## src/rtl/mem_bus_arbiter_pkg.sv

```systemverilog
// Shared types and constants for the memory bus arbiter.
// Imported by the interface, the picker and the top.
package mem_bus_pkg;

    localparam int DEFAULT_ADDR_W = 32;
    localparam int DEFAULT_DATA_W = 64;

    localparam int REQ_FETCH = 0;
    localparam int REQ_LSU   = 1;
    localparam int REQ_WB    = 2;

    typedef enum logic [1:0] {
        IDLE      = 2'd0,
        ISSUE     = 2'd1,
        WAIT_RESP = 2'd2
    } state_e;

endpackage

```

## src/rtl/mem_bus_arbiter_if.sv

```systemverilog
// Requester and memory-side signals of the arbiter.
// slave = arbiter view, master = requesters + memory view.
interface mem_bus_arbiter_if #(
    parameter int NUM_REQ = 3,
    parameter int ADDR_W  = mem_bus_pkg::DEFAULT_ADDR_W,
    parameter int DATA_W  = mem_bus_pkg::DEFAULT_DATA_W
) ();

    logic [NUM_REQ-1:0]        req_valid;
    logic [NUM_REQ*ADDR_W-1:0] req_addr;
    logic [NUM_REQ-1:0]        req_write;
    logic [NUM_REQ*DATA_W-1:0] req_wdata;
    logic [NUM_REQ-1:0]        req_accept;
    logic [NUM_REQ-1:0]        resp_valid;
    logic [DATA_W-1:0]         resp_data;
    logic                      resp_error;

    logic                      mem_req_valid;
    logic                      mem_req_ready;
    logic [ADDR_W-1:0]         mem_addr;
    logic                      mem_write;
    logic [DATA_W-1:0]         mem_wdata;
    logic                      mem_resp_valid;
    logic [DATA_W-1:0]         mem_resp_data;
    logic                      spurious_resp;

    modport slave (
        input  req_valid, req_addr, req_write, req_wdata,
        input  mem_req_ready, mem_resp_valid, mem_resp_data,
        output req_accept, resp_valid, resp_data, resp_error,
        output mem_req_valid, mem_addr, mem_write, mem_wdata,
        output spurious_resp
    );

    modport master (
        output req_valid, req_addr, req_write, req_wdata,
        output mem_req_ready, mem_resp_valid, mem_resp_data,
        input  req_accept, resp_valid, resp_data, resp_error,
        input  mem_req_valid, mem_addr, mem_write, mem_wdata,
        input  spurious_resp
    );

endinterface

```

## src/rtl/mem_bus_arbiter_rr_picker.sv

```systemverilog
// Combinational round-robin search: first set request
// after last_i, wrapping, as a one-hot grant.
module rr_picker #(
    parameter int NUM_REQ = 3,
    parameter int IDX_W   = 2
) (
    input  logic [NUM_REQ-1:0] req_i,
    input  logic [IDX_W-1:0]   last_i,
    output logic [NUM_REQ-1:0] grant_o,
    output logic               found_o
);

    logic [IDX_W-1:0] idx;

    // Scan from last_i+1 upward; the first hit wins.
    always_comb begin
        grant_o = '0;
        found_o = 1'b0;
        idx     = '0;
        for (int k = 1; k <= NUM_REQ; k++) begin
            idx = IDX_W'((int'(last_i) + k) % NUM_REQ);
            if (!found_o && req_i[idx]) begin
                grant_o[idx] = 1'b1;
                found_o      = 1'b1;
            end
        end
    end

endmodule

```

## src/rtl/mem_bus_arbiter.sv

```systemverilog
// Round-robin arbiter sharing one memory port between
// requesters, one outstanding transaction at a time.
module mem_bus_arbiter
    import mem_bus_pkg::*;
#(
    parameter int NUM_REQ        = 3,
    parameter int ADDR_W         = DEFAULT_ADDR_W,
    parameter int DATA_W         = DEFAULT_DATA_W,
    parameter int TIMEOUT_CYCLES = 255
) (
    input logic              clk,
    input logic              reset,
    mem_bus_arbiter_if.slave bus
);

    localparam int IDX_W = (NUM_REQ > 1) ? $clog2(NUM_REQ) : 1;
    localparam logic [7:0] CNT_LAST = 8'(TIMEOUT_CYCLES - 1);

    state_e             state_q, state_d;
    logic [IDX_W-1:0]   grant_idx_q, grant_idx_d;
    logic [IDX_W-1:0]   rr_last_q, rr_last_d;
    logic [7:0]         cnt_q, cnt_d;
    logic [ADDR_W-1:0]  addr_q, addr_d;
    logic               write_q, write_d;
    logic [DATA_W-1:0]  wdata_q, wdata_d;
    logic [NUM_REQ-1:0] resp_valid_q, resp_valid_d;
    logic [DATA_W-1:0]  resp_data_q, resp_data_d;
    logic               resp_error_q, resp_error_d;
    logic               spurious_q, spurious_d;

    logic [NUM_REQ-1:0] grant;
    logic               found;
    logic [IDX_W-1:0]   win_idx;

    rr_picker #(
        .NUM_REQ (NUM_REQ),
        .IDX_W   (IDX_W)
    ) u_picker (
        .req_i   (bus.req_valid),
        .last_i  (rr_last_q),
        .grant_o (grant),
        .found_o (found)
    );

    // Encode the one-hot grant into an index for latching.
    always_comb begin
        win_idx = '0;
        for (int i = 0; i < NUM_REQ; i++) begin
            if (grant[i]) win_idx = IDX_W'(i);
        end
    end

    // Next-state, latch and response generation.
    always_comb begin
        state_d      = state_q;
        grant_idx_d  = grant_idx_q;
        rr_last_d    = rr_last_q;
        cnt_d        = cnt_q;
        addr_d       = addr_q;
        write_d      = write_q;
        wdata_d      = wdata_q;
        resp_valid_d = '0;
        resp_data_d  = '0;
        resp_error_d = 1'b0;
        spurious_d   = spurious_q;
        unique case (state_q)
            IDLE: begin
                if (bus.mem_resp_valid) spurious_d = 1'b1;
                if (found) begin
                    addr_d      = bus.req_addr[int'(win_idx)*ADDR_W +: ADDR_W];
                    write_d     = bus.req_write[win_idx];
                    wdata_d     = bus.req_wdata[int'(win_idx)*DATA_W +: DATA_W];
                    grant_idx_d = win_idx;
                    rr_last_d   = win_idx;
                    state_d     = ISSUE;
                end
            end
            ISSUE: begin
                if (bus.mem_resp_valid) spurious_d = 1'b1;
                if (bus.mem_req_ready) begin
                    cnt_d   = '0;
                    state_d = WAIT_RESP;
                end
            end
            WAIT_RESP: begin
                // A response on the limit cycle still wins.
                if (bus.mem_resp_valid) begin
                    resp_valid_d[grant_idx_q] = 1'b1;
                    resp_data_d = write_q ? '0 : bus.mem_resp_data;
                    state_d     = IDLE;
                end else if (cnt_q == CNT_LAST) begin
                    resp_valid_d[grant_idx_q] = 1'b1;
                    resp_error_d = 1'b1;
                    state_d      = IDLE;
                end else begin
                    cnt_d = cnt_q + 8'd1;
                end
            end
            default: state_d = IDLE;
        endcase
    end

    // State and datapath registers; reset aborts any transaction.
    always_ff @(posedge clk or posedge reset) begin
        if (reset) begin
            state_q      <= IDLE;
            grant_idx_q  <= '0;
            rr_last_q    <= IDX_W'(NUM_REQ - 1);
            cnt_q        <= '0;
            addr_q       <= '0;
            write_q      <= 1'b0;
            wdata_q      <= '0;
            resp_valid_q <= '0;
            resp_data_q  <= '0;
            resp_error_q <= 1'b0;
            spurious_q   <= 1'b0;
        end else begin
            state_q      <= state_d;
            grant_idx_q  <= grant_idx_d;
            rr_last_q    <= rr_last_d;
            cnt_q        <= cnt_d;
            addr_q       <= addr_d;
            write_q      <= write_d;
            wdata_q      <= wdata_d;
            resp_valid_q <= resp_valid_d;
            resp_data_q  <= resp_data_d;
            resp_error_q <= resp_error_d;
            spurious_q   <= spurious_d;
        end
    end

    assign bus.req_accept    = (state_q == IDLE && !reset) ? grant : '0;
    assign bus.mem_req_valid = (state_q == ISSUE);
    assign bus.mem_addr      = addr_q;
    assign bus.mem_write     = write_q;
    assign bus.mem_wdata     = wdata_q;
    assign bus.resp_valid    = resp_valid_q;
    assign bus.resp_data     = resp_data_q;
    assign bus.resp_error    = resp_error_q;
    assign bus.spurious_resp = spurious_q;

endmodule

```

## src/flat_wrapper.sv

```systemverilog
// flat-port wrapper written by rule: the top's interface ports become plain ports
module mem_bus_arbiter_flat import mem_bus_pkg::*;
#(
    parameter int NUM_REQ        = 3,
    parameter int ADDR_W         = DEFAULT_ADDR_W,
    parameter int DATA_W         = DEFAULT_DATA_W,
    parameter int TIMEOUT_CYCLES = 255
)
  (clk, reset, bus_req_valid, bus_req_addr, bus_req_write, bus_req_wdata, bus_mem_req_ready, bus_mem_resp_valid, bus_mem_resp_data, bus_req_accept, bus_resp_valid, bus_resp_data, bus_resp_error, bus_mem_req_valid, bus_mem_addr, bus_mem_write, bus_mem_wdata, bus_spurious_resp);
  mem_bus_arbiter_if #(.NUM_REQ(NUM_REQ), .ADDR_W(ADDR_W), .DATA_W(DATA_W)) bus_i ();
  input logic clk;
  input logic reset;
  input wire logic [$bits(bus_i.req_valid)-1:0] bus_req_valid;
  input wire logic [$bits(bus_i.req_addr)-1:0] bus_req_addr;
  input wire logic [$bits(bus_i.req_write)-1:0] bus_req_write;
  input wire logic [$bits(bus_i.req_wdata)-1:0] bus_req_wdata;
  input wire logic [$bits(bus_i.mem_req_ready)-1:0] bus_mem_req_ready;
  input wire logic [$bits(bus_i.mem_resp_valid)-1:0] bus_mem_resp_valid;
  input wire logic [$bits(bus_i.mem_resp_data)-1:0] bus_mem_resp_data;
  output wire logic [$bits(bus_i.req_accept)-1:0] bus_req_accept;
  output wire logic [$bits(bus_i.resp_valid)-1:0] bus_resp_valid;
  output wire logic [$bits(bus_i.resp_data)-1:0] bus_resp_data;
  output wire logic [$bits(bus_i.resp_error)-1:0] bus_resp_error;
  output wire logic [$bits(bus_i.mem_req_valid)-1:0] bus_mem_req_valid;
  output wire logic [$bits(bus_i.mem_addr)-1:0] bus_mem_addr;
  output wire logic [$bits(bus_i.mem_write)-1:0] bus_mem_write;
  output wire logic [$bits(bus_i.mem_wdata)-1:0] bus_mem_wdata;
  output wire logic [$bits(bus_i.spurious_resp)-1:0] bus_spurious_resp;
  assign bus_i.req_valid = bus_req_valid;
  assign bus_i.req_addr = bus_req_addr;
  assign bus_i.req_write = bus_req_write;
  assign bus_i.req_wdata = bus_req_wdata;
  assign bus_i.mem_req_ready = bus_mem_req_ready;
  assign bus_i.mem_resp_valid = bus_mem_resp_valid;
  assign bus_i.mem_resp_data = bus_mem_resp_data;
  assign bus_req_accept = bus_i.req_accept;
  assign bus_resp_valid = bus_i.resp_valid;
  assign bus_resp_data = bus_i.resp_data;
  assign bus_resp_error = bus_i.resp_error;
  assign bus_mem_req_valid = bus_i.mem_req_valid;
  assign bus_mem_addr = bus_i.mem_addr;
  assign bus_mem_write = bus_i.mem_write;
  assign bus_mem_wdata = bus_i.mem_wdata;
  assign bus_spurious_resp = bus_i.spurious_resp;
  mem_bus_arbiter #(.NUM_REQ(NUM_REQ), .ADDR_W(ADDR_W), .DATA_W(DATA_W), .TIMEOUT_CYCLES(TIMEOUT_CYCLES)) u_core (.clk(clk), .reset(reset), .bus(bus_i));
endmodule
```

## config.mk

```make
export PLATFORM = sky130hd
export DESIGN_NAME = mem_bus_arbiter_flat
export DESIGN_NICKNAME = d
export VERILOG_FILES = /design/src/rtl/mem_bus_arbiter_pkg.sv /design/src/rtl/mem_bus_arbiter_if.sv /design/src/rtl/mem_bus_arbiter_rr_picker.sv /design/src/rtl/mem_bus_arbiter.sv /design/src/flat_wrapper.sv
export SDC_FILE = /design/constraint.sdc
export NUM_CORES = 1
export LEC_CHECK = 0
export BUFFER_PORTS_ARGS = -buffer_cell sky130_fd_sc_hd__buf_2
export CAP_MARGIN = 20
export CORE_AREA = 2 2 208 210
export CTS_CLUSTER_DIAMETER = 120
export DETAILED_ROUTE_END_ITERATION = 8
export DIE_AREA = 0 0 210 212
export HOLD_SLACK_MARGIN = 0.08
export PLACE_DENSITY = 0.56
export SETUP_SLACK_MARGIN = 0.4
export SLEW_MARGIN = 20
export SYNTH_ARGS = -nofsm -noshare
export SYNTH_HDL_FRONTEND = slang
export SYNTH_HIERARCHICAL = 1
export SYNTH_SLANG_ARGS = --single-unit
```

## constraint.sdc

```tcl
create_clock -name clk -period 5.75 [get_ports clk]
set_clock_uncertainty 0.2 [all_clocks]
set_input_delay 1.15 -clock clk [delete_from_list [all_inputs] [get_ports clk]]
set_output_delay 1.15 -clock clk [all_outputs]
set_load 0.05 [all_outputs]
```

### Yosys cells after proc, flatten, opt, wreduce, memory -nomap -nowiden

Cells that the tools add are included.

* shifts and indexed selects: 2
* add/sub/neg operators: 4
* $lt $le $gt $ge: 9
* bitwise gates (word level): 2
* multiplexer cells: 43
* reductions and logical operators: 17
* divide/modulo/power cells: 3
* equal/unequal tests: 8

Operators by type and width (number)
* 2-to-1 mux 64 bit: 3
* indexed part select 192 x 9 -> 64 bit: 1
* modulo 32 x 3 -> 32 bit (second input constant): 3
* indexed part select 96 x 8 -> 32 bit: 1
* 2-to-1 mux 8 bit: 3
* 2-to-1 mux 3 bit: 7
* case mux 8 bit (2 select lines): 1
* less-than comparator 2 x 3 -> 1 bit (second input constant): 5
* 2-to-1 mux 1 bit: 15
* 2-to-1 mux 2 bit: 5
* adder 8 x 1 -> 8 bit (second input constant): 1
* binary-select mux 1 bit (select 2 bit): 4
* demux 1 bit (select 2 bit): 4
* equality test 8 bit (second input constant): 1
* greater-or-equal comparator 2 x 1 -> 1 bit (second input constant): 4
* logical AND 1 bit: 7
* adder 2 x 2 -> 3 bit (second input constant): 2
* != test 2 bit (second input constant): 3
* bitwise OR 3 bit: 2
* case mux 2 bit (3 select lines): 1
* AND reduction 2 bit: 2
* AND reduction 4 bit: 1
* adder 2 x 1 -> 3 bit (second input constant): 1
* logical NOT 1 bit: 3
* other kinds (8): 8

* bits of input ports: 362
* word-level logic and storage cells: 99
* bits in registers: 180

### Depth between registers and ports, before layout

Gate-level depths: netlist of run 1.

* depth in word-level cells: 15
* mapped depth: 14

### Hierarchy

The synthesis of run 1 kept the hierarchy.

Modules (own cells, without submodules)
* mem_bus_arbiter: area each 8275.4 µm², cells an instance 859, times used 1
* rr_picker: area each 267.8 µm², cells an instance 39, times used 1

### Least setup slack after synthesis of run 1

No wires, ideal clock.

* path type: input -> output
* start point: in bus_req_valid[1]
* end point: out bus_req_accept[2]
* data required time: 4400 ps
* setup slack: 1548 ps
* arrival time: 2852 ps
* cell stages on the path: 7
* buffers on the path: 3
* path through: mux2i_1 o22a_1 o32ai_2 buf_2 clkbuf_1 clkbuf_1 and2_1

* longest elaborated chain between the ends: 10
* elaborated cells between the ends (all ways): 18
* classes of those cells: mux (12); bitwise (2); reduce/logical (4)

RTL lines
* start: declaration: RTL line flat_wrapper.sv:13 `input wire logic [$bits(bus_i.req_valid)-1:0] bus_req_valid;`
* binary-select mux 1 bit (select 2 bit): RTL line mem_bus_arbiter_rr_picker.sv:22 `if (!found_o && req_i[idx]) begin`
* 2-to-1 mux 1 bit (implied by the code): RTL line mem_bus_arbiter_rr_picker.sv:22
* 2-to-1 mux 1 bit: RTL line mem_bus_arbiter_rr_picker.sv:22
* logical NOT 1 bit: RTL line mem_bus_arbiter_rr_picker.sv:22
* logical AND 1 bit: RTL line mem_bus_arbiter_rr_picker.sv:22
* 2-to-1 mux 1 bit: RTL line mem_bus_arbiter_rr_picker.sv:22
* logical NOT 1 bit: RTL line mem_bus_arbiter_rr_picker.sv:22
* logical AND 1 bit: RTL line mem_bus_arbiter_rr_picker.sv:22
* 2-to-1 mux 3 bit (*): RTL line mem_bus_arbiter_rr_picker.sv:22
* via u_core.grant[2]: RTL line mem_bus_arbiter.sv:31 `logic [NUM_REQ-1:0] grant;`
* 2-to-1 mux 3 bit (*): RTL line mem_bus_arbiter.sv:132 `assign bus.req_accept = (state_q == IDLE && !reset) ? grant : '0;`
* end: declaration: RTL line flat_wrapper.sv:20 `output wire logic [$bits(bus_i.req_accept)-1:0] bus_req_accept;`

Mark *: on every way through the listed nets, which the timed path passes. The rest lies on a longest branch. The select of a mux whose other input is x is not followed.

==> results of run 1 <==
[flip-flops by register name, summed over array words and instances (netlist names)]
name                      flops
u_core/bus.mem_addr          32
u_core/bus.mem_wdata         64
u_core/bus.mem_write          1
u_core/bus.resp_data         64
u_core/bus.resp_error         1
u_core/bus.resp_valid         3
u_core/bus.spurious_resp      1
u_core/cnt_q                  8
u_core/grant_idx_q            2
u_core/rr_last_q              1
u_core/state_q                2
[area by class of cell]
class                           instances  area [µm²]
Clock buffer                           17         425
Clock inverter                         14         203
Fill cell                            4568       30100
Inverter                                9        37.5
Multi-Input combinational cell        648        3780
Sequential cell                       179        4480
Tap cell                              546         683
Timing Repair Buffer                  538        2760
[where the power goes]
group	switching (mW)	internal [mW]
clock	0.535	0.733
combinational	2.71	1.00
sequential	0.214	1.66
total	3.46	3.39
[worst max path at each step]
stage / start / to / slack (ns)
6_report: u_core/grant_idx_q[0] / bus_req_accept[1] / 1.80
5_1_grt: u_core/grant_idx_q[0] / bus_req_accept[1] / 1.65
4_1_cts: u_core/grant_idx_q[0] / bus_req_accept[1] / 1.78
3_5_place_dp: bus_req_valid[1] / bus_req_accept[2] / 2.00
3_3_place_gp: bus_req_valid[1] / bus_req_accept[2] / 2.03
2_1_floorplan: bus_req_valid[1] / bus_req_accept[2] / 1.55
[placed cells by master (no fill, tap or decap), drive strengths merged, types with 2 or more instances in the layout]
cell / n
and2b: 2
clkinv: 5
nand2: 114
buf: 538
nor3: 3
a21o: 2
nand3b: 2
nand2b: 3
o21ai: 110
mux2i: 100
clkinvlp: 2
ha: 6
a21boi: 2
bufinv: 4
o211ai: 3
and2: 68
o22a: 2
dfrtp: 178
nand3: 8
nor2: 101
inv: 12
nor3b: 4
a21oi: 101
nor2b: 2
clkbuf: 17
[metal layers]
metal  track usage  vias to the layer above  share of wire
met3        0.0338                       37          0.057
met1         0.157                     3728           0.42
met4        0.0504                        0          0.022
met2         0.216                      275           0.50
li1              -                     4031              -
met5             0                        -              0
[per-stage QoR]
step                instances  power, mW
floorplan                 898       4.69
global placement         1920       5.59
detailed placement       1920       5.66
CTS                      1951       6.96
global route             1951       7.35
finish                   1951       6.85
[kinds of logic (layout without fill, tap and decap cells)]
kind of cell / Yosys count / in the layout / synth area share
AO/OA/AOI/OAI: 230 / 230 / 0.145
adder cells (fa/ha/maj): 6 / 6 / 0.00879
flip-flops: 179 / 179 / 0.524
AND/OR/NAND/NOR: 312 / 312 / 0.167
multiplexers: 100 / 100 / 0.117
buffers and inverters: 71 / 578 / 0.0368
==> run_results.csv, run 1 <==
group,metric,value,unit
yosys,synthTopCellsByCount,"dfrtp_1, nand2_1, o21ai_0, a21oi_1, nor2_1",
critical_path,critPathLaunchType,"register",
flow_run,maxCapViolations,0,
yosys,synth_most_common_cell,"dfrtp_1",
yosys,synth_ff_type,"dfrtp_1",
clock_tree,cts_buffers,17,
placement,dp_hpwl,22.6,mm
critical_path,end_kind,"primary output",
global_route,grt_pass1_vias,8029,
clock_tree,postCtsSetupBuffers,0,
yosys,synth-edff-count,0,
global_route,grt.overflow.total,0,
critical_path,cpLargestDelayFamily,"adder cells",
yosys,yosysUniqueCellTypes,49,
critical_path,cp_max_fo,11,
timing,setup_viol_count_final,0,
clock_tree,cts_buffer_depth,2,
clock_tree,insertion_delay,0.46,ns
timing,tns,0,ns
critical_path,worstSetupPathType,"register to primary output",
critical_path,crit_buf_inv,2,
finish,diodes,0,
critical_path,cp_slowest_cell,"ha_1",
clock_tree,cts.sinks,179,
timing,holdWs,0.270,ns
status,outcome,"completed",
critical_path,cp.arrival,2.60,ns
clock_tree,tritoncts,"built",
yosys,ys_async_sr_fraction,1.00,
floorplan,core,42500,µm²
floorplan,ios,532,
finish,utilization,0.291,
routing,dr.pass1.iters,5,
global_route,grt_pass1_wl,44.0,mm
floorplan,dieWidth,210,µm
placement,port_buffers,531,
routing,vias_per_cell,4.14,
yosys,avgSynthCellArea,9.51,µm²
global_route,gr-usage-all-layers,0.128,
placement,dp_slack,2.00,ns
finish,fin_area,12400,µm²
power_and_ir_drop,p_per_area,554,nW/µm²
floorplan,start_util,0.201,
timing,fin_crit_sh,0.687,
yosys,synth_top_area_cell,"dfrtp_1",
finish,drive_gt1_frac,0.416,
clock_tree,clk_pin_slew_worst_paths,0.07,ns
min_path,min_path_cells,1,
timing,final_max_slew_viol_count,0,
clock_tree,cts_root_buf,"clkbuf_16",
timing,max_freq,253,MHz
critical_path,timing.critical_path.cells,"inv_1 -> ha_1 -> mux2i_1 -> nand2_1 -> a21oi_1 -> o21a_4 -> and2_1 -> buf_2",
yosys,yosys.area.top_type_share,0.521,
floorplan,rows,76,
timing,period_minus_slack,3.95,ns
timing,tightest_slew,0.809,ns
clock_tree,cts-resized-gates,0,
critical_path,rr_startpoint,"u_core/grant_idx_q[0]",
routing,drtIter0Drc,432,
yosys,synth_nets,1266,
placement,gp_congestion,0.924,
global_route,antenna_found_initial,0,
yosys,synth_area_leaders,"dfrtp_1, mux2i_1, o21ai_0, a21oi_1, nand2_1",
yosys,synthesis.area,8540,µm²
power_and_ir_drop,leakage,6.53,nW
yosys,ys_ff_latch,179,
routing,drt-wirelength-per-cell,15.0,µm
finish,synthToLayoutAreaGrowth,44.8,%
routing,ant_nets,0,
timing,slew_headroom,0.461,
placement,place_area,11700,µm²
timing,fin_ws,1.80,ns
min_path,min_from,"u_core/bus.spurious_resp",
floorplan,die_h,212,µm
yosys,yosysSeqAreaShare,0.524,
routing,drc,0,
timing,hold_violations,0,
min_path,min_to,"u_core/bus.spurious_resp",
critical_path,worstRegToRegCells,11,
floorplan,die_area,44500,µm²
yosys,yosys_warnings,6,
global_route,grt_max_degree,197,
finish,fin_nets,1761,
critical_path,cp.required,4.40,ns
timing,rsz0062_at_grt,"no",
critical_path,critical_path_depth,8,
yosys,synthCells,898,
clock_tree,ctsHtreeMaxLevel,4,
critical_path,ff2ff_setup_slack,2.29,ns
critical_path,cp_slowest_stage_delay,0.52,ns
routing,wl,29.3,mm
power_and_ir_drop,ir_drop,517,µV
routing,num_vias,8071,
critical_path,r2r_end,"u_core/bus.mem_addr[7]",
min_path,hp-class,"register to register",
clock_tree,hold_buffers,0,
(Power assumes the default switching activity.)
==> inputs of run 2 (changes only) <==
- ABC_AREA: unset -> 1
- CORE_AREA: 2 2 208 210 -> 2 2 210 212
- DIE_AREA: 0 0 210 212 -> 0 0 212 214
- PLACE_DENSITY: 0.56 -> 0.57
- clock period: 5.75 -> 3.45 ns (I/O delays scaled with it)
==> run 2 against run 1 <==
Clock power increased by 53%. Sequential cell count unchanged. Sequential share of layout area shrank 1.7 points. Worst hold slack got worse by 0.16 ns. Global-route usage increased by 1.5 points. Cell count up 19%. Die area is 1.9% higher. Core utilization up 1.2 points. Setup slack lost 1.4 ns. Sequential power up 72%. Combinational power increased to 2.5 times the previous value. Critical path depth rose by 3. Critical endpoint is now bus_req_accept[2]. Highest routed layer is now met5.
==> run_results.csv, run 2 <==
group,metric,value,unit
status,outcome,"completed",
yosys,synth_top_area_cell,"dfrtp_1",
yosys,synth_most_common_cell,"nand2_1",
routing,dr.pass1.iters,6,
yosys,yosys.area.top_type_share,0.502,
clock_tree,cts.sinks,179,
flow_run,maxCapViolations,0,
yosys,ys_ff_latch,179,
global_route,grt_max_degree,110,
timing,setup_viol_count_final,0,
floorplan,die_h,214,µm
min_path,hp-class,"input pin to asynchronous set/reset pin",
critical_path,worstSetupPathType,"register to primary output",
critical_path,crit_buf_inv,4,
yosys,synthTopCellsByCount,"nand2_1, dfrtp_1, nor2_1, nand3_1, inv_1",
floorplan,dieWidth,212,µm
yosys,synth_area_leaders,"dfrtp_1, nand2_1, nor2_1, nand3_1, o21ai_1",
critical_path,cp_slowest_stage_delay,0.62,ns
power_and_ir_drop,p_per_area,1110,nW/µm²
global_route,grt_pass1_vias,9535,
yosys,synth_adder_area_share,0.00847,
global_route,gr-usage-all-layers,0.144,
timing,tns,0,ns
critical_path,end_kind,"primary output",
finish,diodes,0,
yosys,synth_compound_area_frac,0.0636,
critical_path,cp_slowest_cell,"dfstp_2",
clock_tree,insertion_delay,0.45,ns
clock_tree,tritoncts,"built",
placement,port_buffers,531,
timing,final_max_slew_viol_count,0,
clock_tree,cts_buffer_depth,2,
yosys,yosysSeqAreaShare,0.505,
floorplan,die_area,45400,µm²
yosys,synth_xor_area_frac,0.00198,
global_route,grt_pass1_wl,50.7,mm
clock_tree,cts_root_buf,"clkbuf_16",
critical_path,critPathLaunchType,"register",
power_and_ir_drop,leakage,7.36,nW
placement,dp.cells,2268,
timing,fin_crit_sh,0.898,
routing,ant_nets,0,
routing,num_vias,9607,
timing,period_minus_slack,3.10,ns
timing,slew_headroom,0.402,
timing,tightest_slew,0.897,ns
timing,max_freq,323,MHz
yosys,synth_nets,1574,
placement,place_area,12200,µm²
routing,drt-wirelength-per-cell,14.4,µm
finish,synthToLayoutAreaGrowth,46.5,%
routing,vias_per_cell,4.15,
finish,drive_gt1_frac,0.369,
floorplan,core,42900,µm²
global_route,grt.overflow.total,0,
yosys,synth_top_family_by_area,"simple AND/OR/NAND/NOR gates",
critical_path,cp.arrival,2.21,ns
yosys,synthMuxAreaShare,0,
yosys,yosys_warnings,6,
finish,fin_cells,2315,
critical_path,rr_startpoint,"u_core/rr_last_q[1]",
clock_tree,ctsHtreeMaxLevel,4,
routing,wl,33.4,mm
finish,fin_area,13000,µm²
yosys,synth_ff_type,"dfrtp_1",
floorplan,ios,532,
critical_path,worstRegToRegCells,15,
timing,fin_ws,0.353,ns
yosys,synth-simple-area-share,0.340,
routing,drtIter0Drc,525,
placement,dp_hpwl,25.2,mm
timing,hold_violations,0,
yosys,synthCells,1206,
global_route,antenna_found_initial,3,
power_and_ir_drop,p_total,14.5,mW
finish,n_fill_cell,4695,
finish,layout_commonest_cell,"buf_2",
timing,rsz0062_at_grt,"yes",
yosys,synth-edff-count,0,
critical_path,r2r_end,"u_core/bus.mem_wdata[50]",
clock_tree,clk_pin_slew_worst_paths,0.08,ns
finish,fin_nets,2085,
finish,final_cell_mix,"buf_2, nand2_1, dfrtp_1",
yosys,yosysUniqueCellTypes,30,
floorplan,rows,76,
clock_tree,cts_buffers,17,
yosys,synthesis.area,8870,µm²
placement,gp_congestion,0.851,
critical_path,cp.required,2.56,ns
power_and_ir_drop,ir_drop,982,µV
yosys,ys_async_sr_fraction,1.00,
critical_path,cpLargestDelayFamily,"flip-flops",
critical_path,cp_max_fo,5,
floorplan,start_util,0.207,
routing,drc,0,
placement,dp_slack,0.500,ns
critical_path,ff2ff_setup_slack,0.57,ns
yosys,avgSynthCellArea,7.35,µm²
critical_path,timing.critical_path.cells,"ha_4 -> inv_4 -> nand3_4 -> nand2_4 -> inv_4 -> nor2_4 -> nand3_2 -> nand2_4 -> inv_8 -> nor2_4 -> buf_6",
-- run 2: changes by cell type after synthesis, moves of 86 or more --
cell     previous run  this run
a21oi_1           101         3
mux2i_1           100         0
nand2_1           114       435
nand3_1             8       113
o21ai_0           106        13
o21ai_1             2        88
-- run 2: power breakdown --
| part | switching [mW] | internal (mW) |
|---|---|---|
| clock network | 0.961 | 0.979 |
| logic | 6.73 | 2.58 |
| registers | 0.382 | 2.82 |
-- run 2: worst max path at each step --
| stage | slack [ns] | endpoint | startpoint | cells past startpoint |
|---|---|---|---|---|
| after floorplan | -1.42 | bus_req_accept[0] | reset | 3 |
| after global placement | 0.58 | bus_req_accept[2] | u_core/grant_idx_q[0] | 13 |
| after detailed placement | 0.50 | u_core/bus.mem_wdata[14] | u_core/grant_idx_q[0] | 13 |
| after CTS | 0.29 | bus_req_accept[0] | u_core/rr_last_q[1] | 10 |
| after global routing | 0.24 | bus_req_accept[1] | u_core/rr_last_q[1] | 10 |
| final | 0.35 | bus_req_accept[2] | u_core/rr_last_q[1] | 11 |
-- run 2: layout make-up --
cell class / count / area, µm² / share of cell area
Tap cell: 585 / 732 / 0.0564
Clock inverter: 14 / 143 / 0.0110
Sequential cell: 179 / 4480 / 0.345
Multi-Input combinational cell: 862 / 3780 / 0.291
Timing Repair inverter: 1 / 6.26 / 0.000482
Timing Repair Buffer: 560 / 3010 / 0.232
Inverter: 96 / 387 / 0.0298
Clock buffer: 18 / 439 / 0.0338
-- run 2: logic make-up after synthesis --
logic type               count (synthesis)
AND/OR/NAND/NOR                        745
XOR/XNOR                                 2
buffers and inverters                  165
AO/OA/AOI/OAI                          109
flip-flops                             179
adder cells (fa/ha/maj)                  6
-- run 2: metrics by stage --
stage / utilization / hold WS (ns)
2_1_floorplan: - / 0.202
3_3_place_gp: 0.283 / 0.211
3_5_place_dp: 0.283 / 0.219
4_1_cts: 0.301 / 0.0821
5_1_grt: 0.303 / 0.113
6_report: 0.303 / 0.110
-- run 2: repair_timing --
action / 4_1_cts / 5_1_grt
endpoints found under the setup margin: 3 / 4
gates cloned: 1 / 0
gates resized for setup: 30 / 9
hold buffers: 0 / 0
buffers inserted: 8 / 6
pin swaps: 10 / 11
-- run 2: metal layers --
| metal | global-route usage | up-vias | share of wire |
|---|---|---|---|
| met5 | 0 | - | 0.00081 |
| met1 | 0.162 | 4427 | 0.41 |
| met4 | 0.0620 | 4 | 0.027 |
| li1 | - | 4748 | - |
| met3 | 0.0368 | 42 | 0.076 |
| met2 | 0.254 | 386 | 0.49 |
-- run 2: worst reg2reg max path: stages (launching register included) --
cell and delay [ns]:
dfstp_2 0.62, ha_4 0.25, nand2_2 0.07, nand2_2 0.08, nand2_4 0.08, nand2_4 0.08, nor2_4 0.11, nand2_2 0.07
nand3_4 0.10, buf_4 0.11, buf_4 0.10, buf_12 0.36, nand2_1 0.25, nand3_1 0.12, nand2_1 0.07, o21ai_0 0.14
==> inputs of run 3 (changes only) <==
- PLACE_DENSITY: 0.57 -> 0.51
- SETUP_SLACK_MARGIN: 0.4 -> unset
==> run 3 against run 2 <==
Global-route usage increased by 0.56 points. Die area unchanged. Sequential cell count unchanged. Non-clock buffer count decreased by 14. Sequential share of layout area increased by 0.61 points. Wire length increased by 2.5%. Total power decreased by 2.7%. Sequential power about the same. Clock power increased by 3%. Maximum frequency decreased by 4.6%. Cell count decreased by 0.56%. Clock-buffer cell count decreased by 1. Largest cell class unchanged. Largest power group unchanged.
==> run_results.csv, run 3 (same netlist as run 2, synthesis figures left out) <==
group,metric,value,unit
status,outcome,"completed",
global_route,grt_pass1_wl,52.3,mm
clock_tree,clk_pin_slew_worst_paths,0.07,ns
critical_path,cp_slowest_stage_delay,0.41,ns
routing,num_vias,9544,
global_route,grt.overflow.total,0,
clock_tree,postCtsSetupBuffers,0,
power_and_ir_drop,ir_drop,1020,µV
critical_path,cp_slowest_cell,"dfrtp_2",
clock_tree,cts_root_buf,"clkbuf_16",
global_route,grt_max_degree,123,
timing,period_minus_slack,3.25,ns
clock_tree,cts_buffers,17,
clock_tree,cts_buffer_depth,2,
routing,vias_per_cell,4.15,
timing,hold_violations,0,
critical_path,timing.critical_path.cells,"inv_1 -> ha_4 -> inv_2 -> nand2_2 -> nand2_2 -> nand2_4 -> nand2_4 -> nor2_2 -> nand2_1 -> nand3_4 -> clkinv_2 -> nor2_1 -> buf_6",
global_route,grtUsageMet2,0.256,
critical_path,cpLargestDelayFamily,"simple AND/OR/NAND/NOR gates",
power_and_ir_drop,leakage,7.28,nW
timing,fin_crit_sh,0.941,
critical_path,crit_buf_inv,4,
flow_run,maxCapViolations,0,
timing,rsz0062_at_grt,"no",
finish,fin_nets,2070,
routing,drtIter0Drc,439,
placement,gp_congestion,0.843,
placement,dp_slack,0.512,ns
routing,ant_nets,0,
critical_path,critPathLaunchType,"register",
finish,drive_gt1_frac,0.354,
floorplan,dieWidth,212,µm
timing,max_freq,308,MHz
global_route,met1_usage,0.172,
timing,fin_ws,0.204,ns
floorplan,core,42900,µm²
global_route,grt_busiest_layer,"met2",
floorplan,ios,532,
global_route,gr-usage-all-layers,0.149,
routing,wl,34.3,mm
critical_path,cp.required,2.56,ns
timing,tns,0,ns
global_route,grt_pass1_vias,9443,
finish,final_cell_mix,"buf_2, nand2_1, nor2_1, dfrtp_1, nand3_1",
routing,dr.pass1.iters,5,
min_path,hp-class,"input pin to asynchronous set/reset pin",
finish,layout_commonest_cell,"buf_2",
global_route,antenna_found_initial,3,
clock_tree,cts.sinks,179,
global_route,met3_usage,0.0387,
timing,setup_viol_count_final,0,
timing,slew_headroom,0.478,
placement,port_buffers,531,
placement,dp_hpwl,26.2,mm
routing,drc,0,
critical_path,cp.arrival,2.36,ns
routing,drt-wirelength-per-cell,14.9,µm
timing,tightest_slew,0.780,ns
power_and_ir_drop,p_per_area,1100,nW/µm²
clock_tree,tritoncts,"built",
floorplan,die_h,214,µm
critical_path,worstSetupPathType,"register to primary output",
critical_path,cp_max_fo,6,
timing,holdWs,0.134,ns
clock_tree,ctsHtreeMaxLevel,4,
power_and_ir_drop,p_total,14.1,mW
floorplan,start_util,0.207,
finish,synthToLayoutAreaGrowth,44.0,%
clock_tree,insertion_delay,0.45,ns
floorplan,rows,76,
critical_path,end_kind,"primary output",
timing,final_max_slew_viol_count,0,
floorplan,die_area,45400,µm²
## run 3: timing repair
action | in CTS | in global routing
hold endpoints to repair | 0 | 0
hold buffers | 0 | 0
pin swaps | 0 | 1
endpoints found under the setup margin | 1 | 3
resized for setup | 1 | 7
## run 3: through the flow
| stage | util | std cells | area, µm² |
|---|---|---|---|
| floorplan | - | 1206 | 8870 |
| global placement | 0.283 | 2268 | 12100 |
| detailed placement | 0.283 | 2268 | 12100 |
| CTS | 0.297 | 2300 | 12700 |
| global route | 0.298 | 2301 | 12800 |
| finish | 0.298 | 2302 | 12800 |
## run 3: worst paths after layout
check                                           start                        to  slack [ns]  cells past startpoint
worst min-delay path                            reset         u_core/state_q[0]        0.13                      3
min in group clk                    bus_mem_req_ready         u_core/state_q[0]        0.23                      2
max in group asynchronous                       reset  u_core/bus.mem_wdata[50]        1.92                      4
worst max-delay path            u_core/grant_idx_q[0]         bus_req_accept[1]        0.20                     13
worst max register to register    u_core/rr_last_q[1]  u_core/bus.mem_wdata[50]        0.73                     14
worst min register to register  u_core/grant_idx_q[1]  u_core/bus.resp_valid[0]        0.24                      1
## run 3: routing by layer
layer | up-vias | share of wire
met3 | 48 | 0.076
met4 | 0 | 0.037
met1 | 4371 | 0.40
met5 | - | 0
li1 | 4722 | -
met2 | 403 | 0.49
## run 3: final cells by class
class                   count  area (µm²)
diodes                      2        5.00
clock buffers              17         425
clock inverters            15         168
fillers                  4768       30100
inverters                  96         373
multi-input cells         862        3700
flip-flops and latches    179        4480
well taps                 585         732
repair buffers            546        2880
## run 3: tightest hold or removal path, stage by stage
cell and delay (ns):
buf_2 0.11, clkinvlp_4 0.06, buf_4 0.33
## run 3: report_power, final
group / leakage (nW) / switching, mW / total [mW] / internal (mW)
combinational: 4.69 / 6.54 / 8.87 / 2.34
sequential: 2.31 / 0.383 / 3.21 / 2.83
clock: 0.289 / 0.958 / 1.99 / 1.03
total: 7.28 / 7.88 / 14.1 / 6.19
